## src/rtl/pool_writeback_if.sv

```systemverilog
// Bundle between the pooling lanes, the SRAM write port and the status outputs of pool_writeback.
// Lanes push without backpressure. The write port uses valid/ready: a beat is transferred on
// a rising edge where wr_en_o && wr_ready_i, and while wr_en_o is high the beat holds stable until that edge.
interface pool_writeback_if #(
  parameter int POOL_NUM      = 16,
  parameter int ADDRESS_WIDTH = 10,
  parameter int DATA_WIDTH    = 8
);
  localparam int LANE_W = (POOL_NUM > 1) ? $clog2(POOL_NUM) : 1;

  logic [POOL_NUM-1:0]                    pool_last_i;
  logic [POOL_NUM-1:0]                    pool_valid_i;
  logic [POOL_NUM-1:0][DATA_WIDTH-1:0]    pool_result_i;
  logic [POOL_NUM-1:0][ADDRESS_WIDTH-1:0] pool_result_address_i;
  logic                                   wr_ready_i;
  logic                                   wr_en_o;
  logic [LANE_W-1:0]                      wr_lane_o;
  logic [ADDRESS_WIDTH-1:0]               wr_addr_o;
  logic [DATA_WIDTH-1:0]                  wr_data_o;
  logic                                   busy_o;
  logic                                   done_o;
  logic                                   overflow_o;
  logic [1:0]                             state_o;

  modport slave (
    input  pool_last_i, pool_valid_i, pool_result_i, pool_result_address_i, wr_ready_i,
    output wr_en_o, wr_lane_o, wr_addr_o, wr_data_o, busy_o, done_o, overflow_o, state_o
  );

  modport master (
    output pool_last_i, pool_valid_i, pool_result_i, pool_result_address_i, wr_ready_i,
    input  wr_en_o, wr_lane_o, wr_addr_o, wr_data_o, busy_o, done_o, overflow_o, state_o
  );
endinterface

```

## src/rtl/pool_writeback.sv

```systemverilog
// Per-lane FIFOs feeding a single SRAM write port through a round-robin arbiter and one output
// register; a small FSM tracks tile completion via the per-lane last flags.
module pool_writeback #(
  parameter int POOL_NUM      = 16,
  parameter int ADDRESS_WIDTH = 10,
  parameter int DATA_WIDTH    = 8,
  parameter int FIFO_DEPTH    = 4
) (
  input  logic                  clk,
  input  logic                  rst,
  pool_writeback_if.slave       bus
);
  localparam int LANE_W = (POOL_NUM > 1) ? $clog2(POOL_NUM) : 1;
  localparam int PTR_W  = $clog2(FIFO_DEPTH);
  localparam int CNT_W  = PTR_W + 1;
  localparam int ENT_W  = ADDRESS_WIDTH + DATA_WIDTH;

  localparam logic [1:0] S_IDLE    = 2'd0;
  localparam logic [1:0] S_COLLECT = 2'd1;
  localparam logic [1:0] S_DRAIN   = 2'd2;
  localparam logic [1:0] S_DONE    = 2'd3;

  logic [ENT_W-1:0]                 mem_q [POOL_NUM][FIFO_DEPTH];
  logic [POOL_NUM-1:0][PTR_W-1:0]   wptr_q, wptr_d;
  logic [POOL_NUM-1:0][PTR_W-1:0]   rptr_q, rptr_d;
  logic [POOL_NUM-1:0][CNT_W-1:0]   cnt_q, cnt_d;
  logic [POOL_NUM-1:0]              last_seen_q, last_seen_d;
  logic [LANE_W-1:0]                rr_ptr_q, rr_ptr_d;
  logic                             out_valid_q, out_valid_d;
  logic [LANE_W-1:0]                out_lane_q, out_lane_d;
  logic [ADDRESS_WIDTH-1:0]         out_addr_q, out_addr_d;
  logic [DATA_WIDTH-1:0]            out_data_q, out_data_d;
  logic                             overflow_q, overflow_d;
  logic [1:0]                       state_q, state_d;

  logic [POOL_NUM-1:0]              push, pop, fifo_empty;
  logic                             drop_any;
  logic                             grant_valid;
  logic [LANE_W-1:0]                grant_lane;
  logic                             out_load;
  logic                             all_last, all_empty;

  // Fullness is judged on the registered count, so a same-cycle pop never rescues a beat.
  always_comb begin
    push       = '0;
    fifo_empty = '0;
    drop_any   = 1'b0;
    for (int l = 0; l < POOL_NUM; l++) begin
      fifo_empty[l] = (cnt_q[l] == '0);
      push[l]       = bus.pool_valid_i[l] && (cnt_q[l] != CNT_W'(FIFO_DEPTH));
      if (bus.pool_valid_i[l] && (cnt_q[l] == CNT_W'(FIFO_DEPTH))) drop_any = 1'b1;
    end
  end

  always_comb begin : arb
    int idx;
    grant_valid = 1'b0;
    grant_lane  = '0;
    idx         = 0;
    for (int i = 0; i < POOL_NUM; i++) begin
      idx = int'(rr_ptr_q) + i;
      if (idx >= POOL_NUM) idx = idx - POOL_NUM;
      if (!grant_valid && !fifo_empty[idx]) begin
        grant_valid = 1'b1;
        grant_lane  = LANE_W'(idx);
      end
    end
  end

  assign out_load = grant_valid && (!out_valid_q || bus.wr_ready_i);

  always_comb begin
    pop    = '0;
    wptr_d = wptr_q;
    rptr_d = rptr_q;
    cnt_d  = cnt_q;
    for (int l = 0; l < POOL_NUM; l++) begin
      pop[l]    = out_load && (grant_lane == LANE_W'(l));
      wptr_d[l] = wptr_q[l] + PTR_W'(push[l]);
      rptr_d[l] = rptr_q[l] + PTR_W'(pop[l]);
      cnt_d[l]  = cnt_q[l] + CNT_W'(push[l]) - CNT_W'(pop[l]);
    end
  end

  always_comb begin
    out_valid_d = out_valid_q;
    out_lane_d  = out_lane_q;
    out_addr_d  = out_addr_q;
    out_data_d  = out_data_q;
    rr_ptr_d    = rr_ptr_q;
    if (out_load) begin
      out_valid_d              = 1'b1;
      out_lane_d               = grant_lane;
      {out_addr_d, out_data_d} = mem_q[grant_lane][rptr_q[grant_lane]];
      rr_ptr_d = (grant_lane == LANE_W'(POOL_NUM - 1)) ? '0 : grant_lane + LANE_W'(1);
    end else if (bus.wr_ready_i) begin
      out_valid_d = 1'b0;
    end
  end

  assign all_last  = &last_seen_q;
  assign all_empty = (&fifo_empty) && !out_valid_q;

  // A last beat arriving during DONE is kept so it counts toward the next tile.
  always_comb begin
    last_seen_d = ((state_q == S_DONE) ? '0 : last_seen_q)
                | (bus.pool_valid_i & bus.pool_last_i);
    overflow_d  = overflow_q | drop_any;
    state_d     = state_q;
    case (state_q)
      S_IDLE:    if (|bus.pool_valid_i) state_d = S_COLLECT;
      S_COLLECT: if (all_last) state_d = all_empty ? S_DONE : S_DRAIN;
      S_DRAIN:   if (all_empty) state_d = S_DONE;
      S_DONE:    state_d = S_IDLE;
      default:   state_d = S_IDLE;
    endcase
  end

  always_ff @(posedge clk) begin
    for (int l = 0; l < POOL_NUM; l++) begin
      if (push[l]) mem_q[l][wptr_q[l]] <= {bus.pool_result_address_i[l], bus.pool_result_i[l]};
    end
  end

  always_ff @(posedge clk or negedge rst) begin
    if (!rst) begin
      wptr_q      <= '0;
      rptr_q      <= '0;
      cnt_q       <= '0;
      last_seen_q <= '0;
      rr_ptr_q    <= '0;
      out_valid_q <= 1'b0;
      out_lane_q  <= '0;
      out_addr_q  <= '0;
      out_data_q  <= '0;
      overflow_q  <= 1'b0;
      state_q     <= S_IDLE;
    end else begin
      wptr_q      <= wptr_d;
      rptr_q      <= rptr_d;
      cnt_q       <= cnt_d;
      last_seen_q <= last_seen_d;
      rr_ptr_q    <= rr_ptr_d;
      out_valid_q <= out_valid_d;
      out_lane_q  <= out_lane_d;
      out_addr_q  <= out_addr_d;
      out_data_q  <= out_data_d;
      overflow_q  <= overflow_d;
      state_q     <= state_d;
    end
  end

  assign bus.wr_en_o    = out_valid_q;
  assign bus.wr_lane_o  = out_lane_q;
  assign bus.wr_addr_o  = out_addr_q;
  assign bus.wr_data_o  = out_data_q;
  assign bus.busy_o     = (state_q != S_IDLE);
  assign bus.done_o     = (state_q == S_DONE);
  assign bus.overflow_o = overflow_q;
  assign bus.state_o    = state_q;
endmodule

```

## src/flat_wrapper.sv

```systemverilog
// flat-port wrapper written by rule: the top's interface ports become plain ports
module pool_writeback_flat 
#(
  parameter int POOL_NUM      = 16,
  parameter int ADDRESS_WIDTH = 10,
  parameter int DATA_WIDTH    = 8,
  parameter int FIFO_DEPTH    = 4
)
  (clk, rst, bus_pool_last_i, bus_pool_valid_i, bus_pool_result_i, bus_pool_result_address_i, bus_wr_ready_i, bus_wr_en_o, bus_wr_lane_o, bus_wr_addr_o, bus_wr_data_o, bus_busy_o, bus_done_o, bus_overflow_o, bus_state_o);
  pool_writeback_if #(.POOL_NUM(POOL_NUM), .ADDRESS_WIDTH(ADDRESS_WIDTH), .DATA_WIDTH(DATA_WIDTH)) bus_i ();
  input  logic clk;
  input  logic rst;
  input wire logic [$bits(bus_i.pool_last_i)-1:0] bus_pool_last_i;
  input wire logic [$bits(bus_i.pool_valid_i)-1:0] bus_pool_valid_i;
  input wire logic [$bits(bus_i.pool_result_i)-1:0] bus_pool_result_i;
  input wire logic [$bits(bus_i.pool_result_address_i)-1:0] bus_pool_result_address_i;
  input wire logic [$bits(bus_i.wr_ready_i)-1:0] bus_wr_ready_i;
  output wire logic [$bits(bus_i.wr_en_o)-1:0] bus_wr_en_o;
  output wire logic [$bits(bus_i.wr_lane_o)-1:0] bus_wr_lane_o;
  output wire logic [$bits(bus_i.wr_addr_o)-1:0] bus_wr_addr_o;
  output wire logic [$bits(bus_i.wr_data_o)-1:0] bus_wr_data_o;
  output wire logic [$bits(bus_i.busy_o)-1:0] bus_busy_o;
  output wire logic [$bits(bus_i.done_o)-1:0] bus_done_o;
  output wire logic [$bits(bus_i.overflow_o)-1:0] bus_overflow_o;
  output wire logic [$bits(bus_i.state_o)-1:0] bus_state_o;
  assign bus_i.pool_last_i = bus_pool_last_i;
  assign bus_i.pool_valid_i = bus_pool_valid_i;
  assign bus_i.pool_result_i = bus_pool_result_i;
  assign bus_i.pool_result_address_i = bus_pool_result_address_i;
  assign bus_i.wr_ready_i = bus_wr_ready_i;
  assign bus_wr_en_o = bus_i.wr_en_o;
  assign bus_wr_lane_o = bus_i.wr_lane_o;
  assign bus_wr_addr_o = bus_i.wr_addr_o;
  assign bus_wr_data_o = bus_i.wr_data_o;
  assign bus_busy_o = bus_i.busy_o;
  assign bus_done_o = bus_i.done_o;
  assign bus_overflow_o = bus_i.overflow_o;
  assign bus_state_o = bus_i.state_o;
  pool_writeback #(.POOL_NUM(POOL_NUM), .ADDRESS_WIDTH(ADDRESS_WIDTH), .DATA_WIDTH(DATA_WIDTH), .FIFO_DEPTH(FIFO_DEPTH)) u_core (.clk(clk), .rst(rst), .bus(bus_i));
endmodule
```

## config.mk

```make
export PLATFORM = sky130hd
export DESIGN_NAME = pool_writeback_flat
export DESIGN_NICKNAME = d
export VERILOG_FILES = /design/src/rtl/pool_writeback_if.sv /design/src/rtl/pool_writeback.sv /design/src/flat_wrapper.sv
export SDC_FILE = /design/constraint.sdc
export NUM_CORES = 2
export LEC_CHECK = 0
export CAP_MARGIN = 20
export CORE_ASPECT_RATIO = 1.1
export CORE_UTILIZATION = 64
export DETAILED_ROUTE_END_ITERATION = 10
export PLACE_DENSITY = 0.85
export REMOVE_ABC_BUFFERS = 1
export SYNTH_ARGS = -nofsm -noshare
export SYNTH_HDL_FRONTEND = slang
export SYNTH_SLANG_ARGS = --single-unit
```

## constraint.sdc

```tcl
create_clock -name clk -period 20.6 [get_ports clk]
set_clock_uncertainty 0.05 [all_clocks]
set_input_delay 3.09 -clock clk [delete_from_list [all_inputs] [get_ports clk]]
set_output_delay 3.09 -clock clk [all_outputs]
set_load 0.01 [all_outputs]
```

==> out/results.env <==
TIMING.RR.START='u_core.rr_ptr_q[0]$_DFFE_PN0P_'
HOLD_VIOLATIONS=0
GRT_PASS1_VIAS=39300
YOSYS_TOP_CELL_BY_AREA='edfxtp_1'
CTS.HTREE.LEVELS=3
FAILED_CHECKS='max-slew violations'
RSZ0062_AT_GRT='no'
CP.REQUIRED_NS=21.17
STATUS='finished, violations left'
LAYOUT.NETS=4706
FP.DIEW_UM=286
AREA_GROWTH_PCT=15.6
CRITICAL_PATH_PEAK_FANOUT=133
NUMPORTBUFFERS=350
ENDPOINT_KIND='flip-flop'
FINAL_COMMON_CELL='edfxtp_1'
SLOWEST_STAGE_DELAY_ON_CRITICAL_PATH_NS=0.90
ROWS=114
TIMING_WORST_SETUP_PATH_TYPE='flip-flop to flip-flop'
CTS.REPAIR_TIMING.SETUP_BUFFER_COUNT=0
ROUTED_WIRELENGTH_UM=190000
TRITONCTS='built'
INSERTION_DELAY_NS=0.73
DP_HPWL_UM=118000
MAX_FREQ_MHz=107
CORE_REGION_AREA_UM2=88000
GRT_START_MAX_NET_PINS=281
DRT-VIAS-PER-INSTANCE=7.28
CP-STARTPOINT='u_core.rr_ptr_q[0]$_DFFE_PN0P_'
GRT_FIRST_PASS_WIRELENGTH_UM=266000
FP.DIEAREA_UM2=90100
BOUNDARYPINS=351
HOLD_SLACK_NS=0.421
HOLD_BUFFERS=0
PLACE_INST=5356
TIGHTESTPINTRANSITION_NS=1.56
GRT-BUSIEST-LAYER='met2'
YOSYS_MOST_USED_DFF='edfxtp_1'
R2R_END='u_core.bus.wr_addr_o[3]$_DFFE_PN0P_'
MET1_USAGE=0.533
CP_CELL_SEQUENCE='buf_4 -> inv_1 -> ha_1 -> buf_16 -> nor4_1 -> a2111oi_1 -> o41ai_4 -> nand4_2 -> nor4_4 -> nand4_2 -> o221ai_4 -> buf_4 -> nand2_4 -> inv_8 -> mux2i_1 -> a2bb2oi_4 -> and2_2 -> mux2_1 -> a211oi_1'
CRITPATHLAUNCHTYPE='flip-flop'
DIE_HEIGHT_UM=315
DRTPASS1ITERATIONS=10
CTSLONGESTPATHBUFFERS=3
MIN-DELAY-START='u_core.rptr_q[15]$_DFF_PN0_'
INITIAL_UTILIZATION=0.646
YS_ASYNC_SR_FRACTION=0.121
SLEW_HEADROOM=-0.0390
R2R.WORST_PATH.CELLS=19
POST-ROUTE-DRC-COUNT=0
LAYOUT_COMMON_CELLS='edfxtp_1 (1,152), nand2_1 (445), clkdlybuf4s50_1 (349), mux2i_1 (303), and3_1 (192)'
CTS.ROOT.BUFFER_CELL='clkbuf_16'
POST_SYNTHESIS_SEQUENTIAL_AREA_RATIO=0.678
ANT_NETS=0
GRT_UTIL_MET2=0.623
ANTENNA_VIOLATIONS_BEFORE_REPAIR=28
STDCELL_COUNT=5594
SYNTH-EDFF-COUNT=1152
HOLD_PATH_END='u_core.rptr_q[15]$_DFF_PN0_'
POSTCTSRESIZEDCELLS=0
WHS_PATH_DEPTH=1
SYNTHDISTINCTLIBCELLS=92
REPORT.FINAL.SLEW_VIOL_COUNT=92
AVERAGE_CELL_AREA_AFTER_SYNTHESIS_UM2=14.1
NUM_VIAS=40700
DRV_CAP=0
NUMBER_OF_BUFFERS_ADDED_BY_THE_CLOCK_TREE_SYNTHESIS_STEP=118
FINAL.PERIOD_UTILIZATION=0.454
PATH_CLK_SLEW_NS=0.07
WORST_R2R_SETUP_SLACK_NS=11.25
GLOBAL_ROUTE.USAGE.TOTAL=0.415
SYNTHESIS.INSTANCES=4032
SYNTH.AREA.TOP_CELLS='edfxtp_1 (61%), dfrtp_1 (7.0%), mux2i_1 (5.3%)'
FINALSETUPVIOLATIONS=0
WARNINGS_SYNTHESIS=0
LAYOUT_MIN_CYCLE_TIME_NS=9.35
MIN_PATH_TYPE='flip-flop to flip-flop'
SYN_AREA_UM2=56900
AVGROUTEDWIREPERCELL_UM=33.9
DR.FIRST_ITER.DRC_COUNT=7855
FINALWEIGHTEDCONGESTION=0.986
SYNTH-SEQ-CELLS=1310
GLOBALROUTE.TOTALOVERFLOW=0
SYNTH.TOP_CELL.AREA_SHARE=0.608
CRITPATHSLOWESTCELL='and2_2'
CRIT_ARRIVAL_NS=9.92
CTS_SINK_CNT=1310
LAYOUT-DRIVE-GT1-SHARE=0.0969
MET3_USAGE=0.128
-- per-stage QoR --
stage	util	TNS, ns	setup slack [ns]	area (um^2)
2_1_floorplan	-	-545.21	-8.25	55600
3_3_place_gp	0.700	0	11.28	61600
3_5_place_dp	0.700	0	11.13	61600
4_1_cts	0.746	0	11.09	65700
5_1_grt	0.747	0	10.96	65800
6_report	0.747	0	11.25	65800
-- area by class of cell --
type / instances / area (um^2)
flip-flops and latches: 1310 / 38500
fillers: 5063 / 22200
multi-input cells: 2378 / 17100
repair buffers: 447 / 4320
clock buffers: 138 / 3080
well taps: 1160 / 1450
clock inverters: 82 / 980
inverters: 62 / 240
diodes: 17 / 42.5
-- worst max-delay path: cells and delay by family, from the launching register on --
family / cells / cell delay [ns]
AOI/OAI and AO/OA: 5 / 2.02
adders and majority gates: 1 / 0.52
buffers and inverters: 5 / 2.43
DFF: 1 / 0.32
muxes: 2 / 0.64
and+or+nand+nor: 6 / 3.18
-- cell usage after synthesis, types with 96 or more instances --
master    count
a21oi_1     170
nor2_1       96
mux2i_1     303
nand3_1     179
a311oi_1    147
nand2_1     447
o21ai_0     106
edfxtp_1   1152
buf_2        96
clkbuf_1    161
and3_1      202
dfrtp_1     158
-- flip-flops by register name, summed over array words and instances (netlist names), 2 cells and up --
signal and cells:
u_core.rr_ptr_q 4, u_core.last_seen_q 16, u_core.bus.wr_addr_o 10, u_core.mem_q 1152, u_core.bus.state_o 2, u_core.cnt_q 48
u_core.wptr_q 32, u_core.bus.wr_lane_o 4, u_core.rptr_q 32, u_core.bus.wr_data_o 8
-- per-layer routing --
metal	vias to the layer above	wire length (um)
met5	-	92
met4	16	13300
met3	828	31100
met2	4081	84100
met1	19500	61000
li1	16300	-
-- how the worst max path moves through the flow --
stage	end	cells past startpoint
floorplan	u_core.bus.wr_addr_o[1]$_DFFE_PN0P_	16
global placement	u_core.bus.wr_addr_o[2]$_DFFE_PN0P_	18
detailed placement	u_core.bus.wr_addr_o[1]$_DFFE_PN0P_	18
CTS	u_core.bus.wr_addr_o[3]$_DFFE_PN0P_	18
global route	u_core.bus.wr_addr_o[3]$_DFFE_PN0P_	19
finish	u_core.bus.wr_addr_o[3]$_DFFE_PN0P_	19
-- cells by family (layout without fill, tap and decap cells) --
logic type,after synthesis,after routing,share of synthesized area
simple gates,1087,1087,0.0940
flops,1310,1310,0.678
xor+xnor,101,101,0.0159
other cells,0,17,0
mux,361,361,0.0702
fa+ha+maj,66,66,0.0166
compound gates,763,763,0.0990
buf+inv,344,729,0.0265
Power is left out: the tool's default activity adds up to more than one toggle a clock period on the data nets, which glitch-free logic cannot reach.
